### src/rtl/r4booth_pipe.sv
// Radix-4 Booth multiplier in a 3-stage pipeline with valid/ready handshake.
// Signed/unsigned mode and a sideband tag travel with each transaction.
module r4booth_pipe #(
  parameter int unsigned N     = 13,
  parameter int unsigned TAG_W = 4
) (
  input  logic             clk,
  input  logic             rst,
  input  logic             in_valid,
  output logic             in_ready,
  input  logic             in_signed,
  input  logic [N-1:0]     multiplicand,
  input  logic [N-1:0]     multiplier,
  input  logic [TAG_W-1:0] in_tag,
  output logic             out_valid,
  input  logic             out_ready,
  output logic [2*N-1:0]   product,
  output logic [TAG_W-1:0] out_tag,
  output logic             out_signed
);

  localparam int unsigned P = 2 * N;
  localparam int unsigned E = (N % 2 == 0) ? N + 2 : N + 1;
  localparam int unsigned G = E / 2;
  localparam int unsigned H = (G + 1) / 2;

  logic stall;

  logic [P-1:0]     a_ext;
  logic [E:0]       b_rec;
  logic [P-1:0]     pp_mag;
  logic [P-1:0]     pp_d [G];
  logic [P-1:0]     pp_q [G];
  logic             s1_valid_d, s1_valid_q;
  logic             s1_signed_d, s1_signed_q;
  logic [TAG_W-1:0] s1_tag_d, s1_tag_q;

  logic [P-1:0]     pp_pad [2*H];
  logic [P-1:0]     sum_d [H];
  logic [P-1:0]     sum_q [H];
  logic             s2_valid_d, s2_valid_q;
  logic             s2_signed_d, s2_signed_q;
  logic [TAG_W-1:0] s2_tag_d, s2_tag_q;

  logic [P-1:0]     product_d, product_q;
  logic             out_valid_d, out_valid_q;
  logic             out_signed_d, out_signed_q;
  logic [TAG_W-1:0] out_tag_d, out_tag_q;

  // A single global stall freezes every stage while the output is blocked.
  assign stall    = out_valid_q & ~out_ready;
  assign in_ready = ~stall;

  // Stage 1: Booth recoding; B carries an implicit zero below bit 0.
  always_comb begin
    a_ext       = {{N{in_signed & multiplicand[N-1]}}, multiplicand};
    b_rec       = {{(E-N){in_signed & multiplier[N-1]}}, multiplier, 1'b0};
    pp_mag      = '0;
    s1_valid_d  = in_valid;
    s1_signed_d = in_signed;
    s1_tag_d    = in_tag;
    for (int i = 0; i < G; i++) begin
      case (b_rec[2*i +: 3])
        3'b001, 3'b010: pp_mag = a_ext;
        3'b011:         pp_mag = a_ext << 1;
        3'b100:         pp_mag = -(a_ext << 1);
        3'b101, 3'b110: pp_mag = -a_ext;
        default:        pp_mag = '0;
      endcase
      pp_d[i] = pp_mag << (2 * i);
    end
  end

  // Stage 2: pairwise sums; a zero pad makes an odd leftover pass through.
  always_comb begin
    pp_pad      = '{default: '0};
    s2_valid_d  = s1_valid_q;
    s2_signed_d = s1_signed_q;
    s2_tag_d    = s1_tag_q;
    for (int k = 0; k < G; k++) pp_pad[k] = pp_q[k];
    for (int j = 0; j < H; j++) sum_d[j] = pp_pad[2*j] + pp_pad[2*j+1];
  end

  // Stage 3: final reduction, modulo 2^(2N).
  always_comb begin
    product_d    = '0;
    out_valid_d  = s2_valid_q;
    out_signed_d = s2_signed_q;
    out_tag_d    = s2_tag_q;
    for (int j = 0; j < H; j++) product_d = product_d + sum_q[j];
  end

  always_ff @(posedge clk or negedge rst) begin
    if (!rst) begin
      s1_valid_q   <= 1'b0;
      s1_signed_q  <= 1'b0;
      s1_tag_q     <= '0;
      s2_valid_q   <= 1'b0;
      s2_signed_q  <= 1'b0;
      s2_tag_q     <= '0;
      out_valid_q  <= 1'b0;
      out_signed_q <= 1'b0;
      out_tag_q    <= '0;
      product_q    <= '0;
      for (int i = 0; i < G; i++) pp_q[i] <= '0;
      for (int j = 0; j < H; j++) sum_q[j] <= '0;
    end else if (!stall) begin
      s1_valid_q   <= s1_valid_d;
      s1_signed_q  <= s1_signed_d;
      s1_tag_q     <= s1_tag_d;
      s2_valid_q   <= s2_valid_d;
      s2_signed_q  <= s2_signed_d;
      s2_tag_q     <= s2_tag_d;
      out_valid_q  <= out_valid_d;
      out_signed_q <= out_signed_d;
      out_tag_q    <= out_tag_d;
      product_q    <= product_d;
      for (int i = 0; i < G; i++) pp_q[i] <= pp_d[i];
      for (int j = 0; j < H; j++) sum_q[j] <= sum_d[j];
    end
  end

  assign out_valid  = out_valid_q;
  assign product    = product_q;
  assign out_tag    = out_tag_q;
  assign out_signed = out_signed_q;

endmodule

### config.mk
export PLATFORM = sky130hd
export DESIGN_NAME = r4booth_pipe
export DESIGN_NICKNAME = d
export VERILOG_FILES = /design/src/rtl/r4booth_pipe.sv
export SDC_FILE = /design/constraint.sdc
export NUM_CORES = 1
export LEC_CHECK = 0
export CELL_PAD_IN_SITES_DETAIL_PLACEMENT = 1
export CELL_PAD_IN_SITES_GLOBAL_PLACEMENT = 2
export CORE_UTILIZATION = 38
export CTS_CLUSTER_DIAMETER = 100
export DETAILED_ROUTE_END_ITERATION = 8
export GPL_TIMING_DRIVEN = 0
export PLACE_DENSITY = 0.9
export SLEW_MARGIN = 20
export SYNTH_ARGS = -nofsm -noshare
export SYNTH_HDL_FRONTEND = slang
export SYNTH_SLANG_ARGS = --single-unit
export TNS_END_PERCENT = 5
### constraint.sdc
create_clock -name clk -period 4.1 [get_ports clk]
set_input_delay 0.82 -clock clk [delete_from_list [all_inputs] [get_ports clk]]
set_output_delay 0.82 -clock clk [all_outputs]
set_load 0.01 [all_outputs]
After elaboration in Yosys (flattened, before gate mapping)
Cells that the tools add are included.

Register bits: 276. Bits of input ports: 35. Output and inout port bits: 33. Logic and storage cells: 92.

$add $sub $neg: 8. Equal/unequal tests: 39. Muxes and demuxes: 7. Bitwise gates (word level): 5. Reductions and logical operators: 12.

Operators with widths (count): adder 26 bit (6); case mux 24 bit (4 select lines) (1); case mux 22 bit (4 select lines) (1); case mux 20 bit (4 select lines) (1); case mux 26 bit (3 select lines) (1); case mux 18 bit (4 select lines) (1); case mux 16 bit (4 select lines) (1); case mux 14 bit (4 select lines) (1); == test 3 bit (second input constant) (18); negator 26 bit (2); == test 3 x 2 -> 1 bit (second input constant) (12); OR reduction 2 bit (12); == test 3 x 1 -> 1 bit (second input constant) (6); == test 2 bit (second input constant) (2); AND 1 bit (3); == test 2 x 1 -> 1 bit (second input constant) (1); NOT 1 bit (2).

Longest topological paths before layout
Gate-level depths: netlist of run 1.

Depth in word-level cells: 4. Gate-level depth with buffers: 13.

Worst setup path before layout of run 1
No wires, ideal clock.

Kind: in2reg. From: in multiplicand[1]. To: reg pp_q, in the netlist pp_pad[149]. Arrival time: 3.092 ns. Required time: 3.975 ns. Setup slack: 0.883 ns. Stages on the path: 9. Buffers on the path: 2. Cell sequence: buf_6 > or4_4 > or4b_4 > buf_6 > o31a_4 > a211o_1 > and4_1 > a21oi_2 > nand2_1.

Longest elaborated chain between the ends: 2. Elaborated cells on any way between the ends: 3. Those cells by class: add/sub: 2; mux: 1.

RTL lines: from (decl) (RTL line 12) `input logic [N-1:0] multiplicand,`; negator 26 bit, on equally long branches; case mux 22 bit (4 select lines) (*) (RTL line 63) `case (b_rec[2*i +: 3])`; to (decl) (RTL line 33) `logic [P-1:0] pp_q [G];`.

Every way passes the cells marked *; elsewhere a longest branch is shown, timed or not. A chain may end at the register's enable or synchronous reset.

Worst setup path after layout of run 1
From: in multiplicand[0]. To: reg pp_q, in the netlist pp_pad[89].

Longest elaborated chain between the ends: 2. Elaborated cells on any way between the ends: 3. Those cells by class: add/sub: 2; mux: 1.

RTL lines (RTL line): negator 26 bit, on equally long branches; case mux 18 bit (4 select lines) (*) (63).

Marks and branches as above.

==> results.py, run 1 <==
metrics = {
    "clock_network": {
        "clk-insertion-delay-late_ns": 0.60,
        "clockRootBuffer": "clkbuf_16",
        "cts_inserted_buffers": 31,
        "tritoncts": "done",
        "clkTransAtPathRegs_ns": 0.06,
        "postCtsHoldBufs": 0,
        "htreeDepth": 1,
        "cts_sinks": 264,
        "clock_path_buffers": 3,
    },
    "layout": {
        "final_cells": 2957,
        "post-route-util": 0.438,
        "final_cell_area_um2": 20900,
        "nets": 2476,
        "area_delta_synth_final_pct": 13.9,
        "drive_gt1_frac": 0.0423,
        "antenna_cells": 0,
        "fill_cells": 5717,
    },
    "die": {
        "coreArea_um2": 47600,
        "die_h_um": 222,
        "dieArea_um2": 49200,
        "initial_utilization": 0.385,
        "die_w_um": 222,
        "ios": 68,
        "rows": 80,
    },
    "sta": {
        "fin_crit_ns": 4.11,
        "maxSlewHeadroom": 0.182,
        "drv_slew": 0,
        "skew_ns": 0.0208,
        "setup_violations": 1,
        "max_clock_freq_mhz": 243,
        "tightest_slew_ns": 1.23,
        "rsz0062_at_grt": "false",
        "min_period_over_period": 1.00,
        "final.setup.worst_slack_ns": -0.00850,
        "hold_viol": 0,
        "setup-tns-final_ns": -0.00850,
        "whs_ns": 0.219,
    },
    "place": {
        "place_ws_ns": -1.41,
        "gp_congestion": 0.974,
        "place_inst": 2901,
        "dpl-instance-area_um2": 19800,
        "portBuffers": 58,
        "dp_hpwl_mm": 62.9,
    },
    "pwr": {
        "cellPowerDensity_nw_per_um2": 830,
        "p_int_mw": 9.26,
        "pwr-share-seq": 0.240,
        "swShare": 0.466,
        "p_leak_nw": 9.42,
        "clockPowerShare": 0.170,
        "power_mw": 17.3,
        "combPwrFrac": 0.590,
        "p_switching_mw": 8.08,
        "ir_drop_uv": 558,
    },
    "outcome": {
        "status": "complete, but fails checks",
        "violations": "negative setup slack",
    },
    "drt": {
        "ant_nets": 0,
        "met3_length_mm": 6.32,
        "met1_length_mm": 34.9,
        "drc": 0,
        "dr_wl_met2_mm": 37.2,
        "vias": 18000,
        "via_per_inst": 6.10,
        "top_layer": "met4",
        "first_pass_iters": 6,
        "drtIter0Drc": 1583,
        "wire_per_inst_um": 28.3,
        "wl_mm": 83.7,
    },
    "yosys": {
        "synthFlopType": "dfrtp_1",
        "ys_types": 74,
        "synth_edf_count": 0,
        "syn-num-nets": 2383,
        "synth-seq-area-share": 0.360,
        "avgSynthCellArea_um2": 8.24,
        "ys_seq_elements": 264,
        "synth_warnings": 0,
        "syn_inst": 2226,
        "async_flop_share": 1.00,
        "syn_area_um2": 18300,
    },
    "hold_path": {
        "hp-class": "primary input to async pin",
    },
    "critical_path": {
        "crit_path_end_kind": "flop",
        "cp_max_fo": 10,
        "criticalPathCategory": "primary input to flop",
        "cpMostUsedCell": "inv_1",
        "slowest_stage": "clkbuf_1",
        "path_buf_inv": 4,
        "slowest_delay_ns": 0.73,
        "critPathArrivalTime_ns": 4.58,
        "worst_setup_path_start_kind": "primary input",
        "cp.required_ns": 4.57,
        "path_cells": "clkbuf_2, inv_1, ha_1, clkbuf_1, inv_1, nand2_1, o221a_2, a21oi_1, a31oi_1, o21ai_0, a22o_1",
        "cpLargestDelayFamily": "buffers and inverters",
    },
    "job": {
        "maxCapViolCount": 0,
    },
    "global_route": {
        "antenna_found_initial": 0,
        "overflow": 0,
        "grt.total_usage": 0.340,
        "grt_pass1_wl_mm": 124,
        "grt_pass1_vias": 18600,
        "grt_max_degree": 98,
    },
}
-- power groups by stage --
stage / combinational (mW) / sequential, mW / clock, mW
after floorplan: 6.93 / 4.01 / 0
after global placement: 9.72 / 4.13 / 0
after detailed placement: 10.1 / 4.18 / 0
after CTS: 10.2 / 4.15 / 2.97
after global routing: 11.3 / 4.25 / 3.06
final: 10.2 / 4.16 / 2.94
-- area by class of cell --
cell class | count | area [µm²] | share of cell area
repair buffers | 61 | 643 | 0.0308
flip-flops and latches | 264 | 6610 | 0.316
clock buffers | 45 | 898 | 0.0430
inverters | 137 | 518 | 0.0248
multi-input cells | 1670 | 10700 | 0.511
well taps | 615 | 769 | 0.0368
clock inverters | 11 | 168 | 0.00803
plain buffers | 154 | 618 | 0.0296
-- placed cells by master (no fill, tap or decap), types with 7 or more instances in the layout --
master,instances
a21o_1,50
o221ai_1,18
a31oi_1,16
inv_1,132
nor3b_1,9
o31ai_1,9
clkbuf_2,8
a221oi_1,23
a211oi_1,21
and2_1,8
clkbuf_16,31
a222oi_1,9
o211ai_1,19
a22o_1,25
o21a_1,21
or3_1,11
nand4_1,9
clkdlybuf4s50_1,56
clkbuf_8,7
xor2_1,39
buf_1,33
nor3_1,29
a22oi_1,16
xnor2_1,88
ha_1,88
dfrtp_1,264
o21ai_0,201
clkbuf_1,115
a21oi_1,146
o22ai_1,32
nand2_1,352
nand2b_1,25
nor2b_1,21
mux2i_1,15
nand3_1,31
nor2_1,192
or2_2,8
fa_1,34
-- registers in the layout, summed over array words and instances (netlist names), 4 cells and up --
register	count
pp_pad	140
sum_q	80
s1_tag_q	4
product	26
out_tag_d	4
out_tag	4
-- path summary, 6_finish.rpt --
path | start | slack (ns) | cells past startpoint | to
setup / recovery | multiplicand[0] | -0.009 | 11 | pp_pad[89]
hold / removal | rst | 0.22 | 1 | out_tag[3]
setup reg to reg | sum_q[38] | 0.28 | 12 | product[23]
hold reg to reg | out_tag[3] | 0.47 | 2 | out_tag[3]
max in group asynchronous | rst | 2.51 | 3 | pp_pad[207]
min in group clk | out_tag[3] | 0.47 | 2 | out_tag[3]
-- metal layers --
layer,global-route usage,vias up
li1,-,7934
met2,0.535,748
met3,0.0604,201
met1,0.442,9164
met4,0.187,0
met5,0,-
-- worst register-to-register path, cell delays in order, from the launching register on --
cell and delay (ns):
dfrtp_1 0.36, inv_1 0.16, fa_1 0.45, inv_1 0.09, fa_1 0.42, ha_1 0.38
a2111oi_0 0.41, o211ai_1 0.19, nand3_1 0.23, o21ai_0 0.21, nor4_1 0.50, o32a_1 0.21
o21ai_0 0.09
-- logic make-up after synthesis --
| kind of cell | share of synthesized area |
|---|---|
| AND/OR/NAND/NOR | 0.172 |
| AO/OA/AOI/OAI | 0.234 |
| buffers and inverters | 0.0608 |
| flip-flops | 0.360 |
| XOR/XNOR | 0.0630 |
| adder cells (fa/ha/maj) | 0.0982 |
| multiplexers | 0.0119 |
-- Yosys cell counts, drive strengths merged (6+ instances only) --
master	number	area [µm²]
mux2	6	67.6
mux2i	15	150
ha	88	1100
or3	11	68.8
nand2	352	1320
nor2	192	721
a222oi	9	90.1
fa	34	681
o221ai	18	158
inv	135	507
a221oi	24	216
nor4	6	37.5
xor2	40	350
a211oi	21	158
nand3	31	155
and2	8	50.1
o21a	21	158
nand2b	25	156
a22oi	16	120
dfrtp	264	6610
nor3b	9	67.6
nor3	30	150
a22o	25	219
xnor2	92	806
o211ai	19	143
a31oi	16	100
or2	8	50.1
a21o	50	375
buf	40	169
clkbuf	115	432
a21oi	147	739
o21ai	204	1020
o31ai	10	88.8
nor2b	21	131
o22ai	32	200
nand4	9	56.3
-- what timing repair did --
action                     CTS  global route
setup buffers                1             0
pin swaps                    1             1
gates resized for setup     15             7
setup endpoints to repair   55            22
(Power assumes the default switching activity.)
==> inputs of run 2 (changes only) <==
--- a/config.mk
+++ b/config.mk
@@ -9,7 +9,8 @@
 export CELL_PAD_IN_SITES_GLOBAL_PLACEMENT = 2
-export CORE_UTILIZATION = 38
+export CORE_UTILIZATION = 41
 export CTS_CLUSTER_DIAMETER = 100
 export DETAILED_ROUTE_END_ITERATION = 8
+export GPL_ROUTABILITY_DRIVEN = 0
 export GPL_TIMING_DRIVEN = 0
-export PLACE_DENSITY = 0.9
+export PLACE_DENSITY = 0.95
 export SLEW_MARGIN = 20
==> constraint.sdc (replaced) <==
create_clock -name clk -period 5.2 [get_ports clk]
set_input_delay 1.04 -clock clk [delete_from_list [all_inputs] [get_ports clk]]
set_output_delay 1.04 -clock clk [all_outputs]
set_load 0.005 [all_outputs]
==> run 2 against run 1 <==
Compared with the run above:
- the flow still finishes with violations (negative setup slack)
- non-clock buffer count up 1
- global-route usage up 1.1 points
- sequential cell count unchanged
- critical path depth unchanged
- clock-buffer cell count down 2
- setup slack worse by 0.093 ns
- final area down 0.41%
- first-iteration DRC count up 34%
- combinational power down 20%
- sequential share of layout area up 0.13 points
- power down 21%
==> results.py, run 2 (synthesized netlist as in run 1, its figures left out) <==
metrics = {
    "drt": {
        "vias": 18500,
        "first_pass_iters": 8,
        "drtIter0Drc": 2128,
        "via_per_inst": 6.29,
        "ant_nets": 0,
        "wl_mm": 78.9,
        "drc": 0,
        "wire_per_inst_um": 26.9,
    },
    "global_route": {
        "overflow": 0,
        "grt_pass1_vias": 18800,
        "grt_pass1_wl_mm": 118,
        "grt_max_degree": 100,
        "grt.total_usage": 0.351,
        "antenna_found_initial": 2,
    },
    "outcome": {
        "violations": "negative setup slack",
        "status": "complete, but fails checks",
    },
    "pwr": {
        "swShare": 0.471,
        "combPwrFrac": 0.595,
        "p_leak_nw": 9.35,
        "pwr-share-seq": 0.241,
        "ir_drop_uv": 511,
        "cellPowerDensity_nw_per_um2": 655,
        "clockPowerShare": 0.163,
        "p_int_mw": 7.21,
        "power_mw": 13.6,
        "p_switching_mw": 6.42,
    },
    "layout": {
        "drive_gt1_frac": 0.0380,
        "final_common_cell": "nand2_1",
        "largest_reg_flops": 140,
        "layout_common_cells": "nand2_1 (352), dfrtp_1 (264), o21ai_0 (201), nor2_1 (192), a21oi_1 (146)",
        "final_cells": 2937,
        "nets": 2476,
        "area_delta_synth_final_pct": 13.4,
        "post-route-util": 0.471,
    },
    "clock_network": {
        "cts_sinks": 264,
        "cts_inserted_buffers": 30,
        "clkTransAtPathRegs_ns": 0.07,
        "clock_path_buffers": 3,
        "htreeDepth": 1,
        "tritoncts": "done",
        "clockRootBuffer": "clkbuf_16",
        "clk-insertion-delay-late_ns": 0.59,
    },
    "die": {
        "coreArea_um2": 44200,
        "die_w_um": 214,
        "die_h_um": 214,
        "ios": 68,
        "initial_utilization": 0.415,
        "dieArea_um2": 45600,
        "rows": 77,
    },
    "critical_path": {
        "cp_max_fo": 10,
        "cp.required_ns": 5.63,
        "crit_path_end_kind": "flop",
        "r2r_cells": 12,
        "criticalPathCategory": "primary input to flop",
        "worst_setup_path_start_kind": "primary input",
        "critPathArrivalTime_ns": 5.73,
    },
    "sta": {
        "rsz0062_at_grt": "false",
        "hold_viol": 0,
        "setup_violations": 4,
        "maxSlewHeadroom": 0.138,
        "drv_slew": 0,
        "final.setup.worst_slack_ns": -0.101,
        "min_period_over_period": 1.02,
        "fin_crit_ns": 5.30,
        "whs_ns": 0.330,
        "tightest_slew_ns": 1.28,
        "max_clock_freq_mhz": 189,
        "skew_ns": 0.0179,
    },
    "hold_path": {
        "hp-class": "primary input to async pin",
    },
    "place": {
        "place_ws_ns": -0.497,
        "dp_hpwl_mm": 58.5,
        "portBuffers": 58,
        "place_inst": 2879,
    },
    "job": {
        "maxCapViolCount": 0,
    },
}
-- run 2: cell types whose count changed in the layout (fill, tap and decap cells not counted), sizes merged --
| cell | delta |
|---|---|
| bufinv | -2 |
| clkbuf | -2 |
| clkdlybuf4s50 | +1 |
| clkinvlp | +5 |
| diode | +2 |
| inv | -1 |
-- run 2: metrics by stage --
stage                      TNS, ns  cell area (µm²)
after global placement    -2221.20            19700
after global routing             0            20800
final                       -0.256            20800
after floorplan                  0            18300
after CTS                        0            20800
after detailed placement     -2.61            19800
-- run 2: path summary, 6_finish.rpt --
| check | slack [ns] | end | start |
|---|---|---|---|
| worst max-delay path | -0.10 | pp_pad[50] | multiplicand[0] |
| worst min-delay path | 0.33 | out_tag[3] | rst |
| worst max register to register | 1.33 | product[23] | sum_q[38] |
| worst min register to register | 0.47 | out_tag[3] | out_tag[3] |
| max in group asynchronous | 3.71 | pp_pad[152] | rst |
| min in group clk | 0.47 | out_tag[3] | out_tag[3] |
-- run 2: worst max-delay path, cell delays in order --
cell             delay, ns
clkdlybuf4s50_1       0.85
inv_1                 0.50
ha_1                  0.34
or4b_2                0.64
nor3_1                0.60
nand2_1               0.40
clkbuf_1              0.44
nand2_1               0.20
xnor2_1               0.08
a22oi_1               0.49
a21oi_1               0.14
-- run 2: layer usage --
layer  global-route usage  wire length (µm)
met1                0.459             31500
met2                0.537             34100
met3               0.0745              8250
met4                0.204              5030
met5                    0                 0
-- run 2: area by class of cell --
type                    count  area [µm²]
well taps                 592         741
flip-flops and latches    264        6610
plain buffers             155         613
multi-input cells        1670       10600
diodes                      2        5.00
inverters                 137         514
fillers                  5322       23400
repair buffers             61         668
clock buffers              43         891
clock inverters            13         133
-- run 2: power groups by stage --
stage	Sequential, mW	Combinational, mW	Clock (mW)
finish	3.29	8.11	2.23
global route	3.35	8.94	2.31
CTS	3.27	8.00	2.24
detailed placement	3.30	7.87	0
global placement	3.27	7.52	0
floorplan	3.12	5.47	0
-- run 2: timing repair --
| action | CTS | global route |
|---|---|---|
| setup buffers | 0 | 0 |
| setup endpoints to repair | 1 | 3 |
| gates resized for setup | 3 | 3 |
| hold buffers | 0 | 0 |
| endpoints found under the hold margin | 0 | 0 |
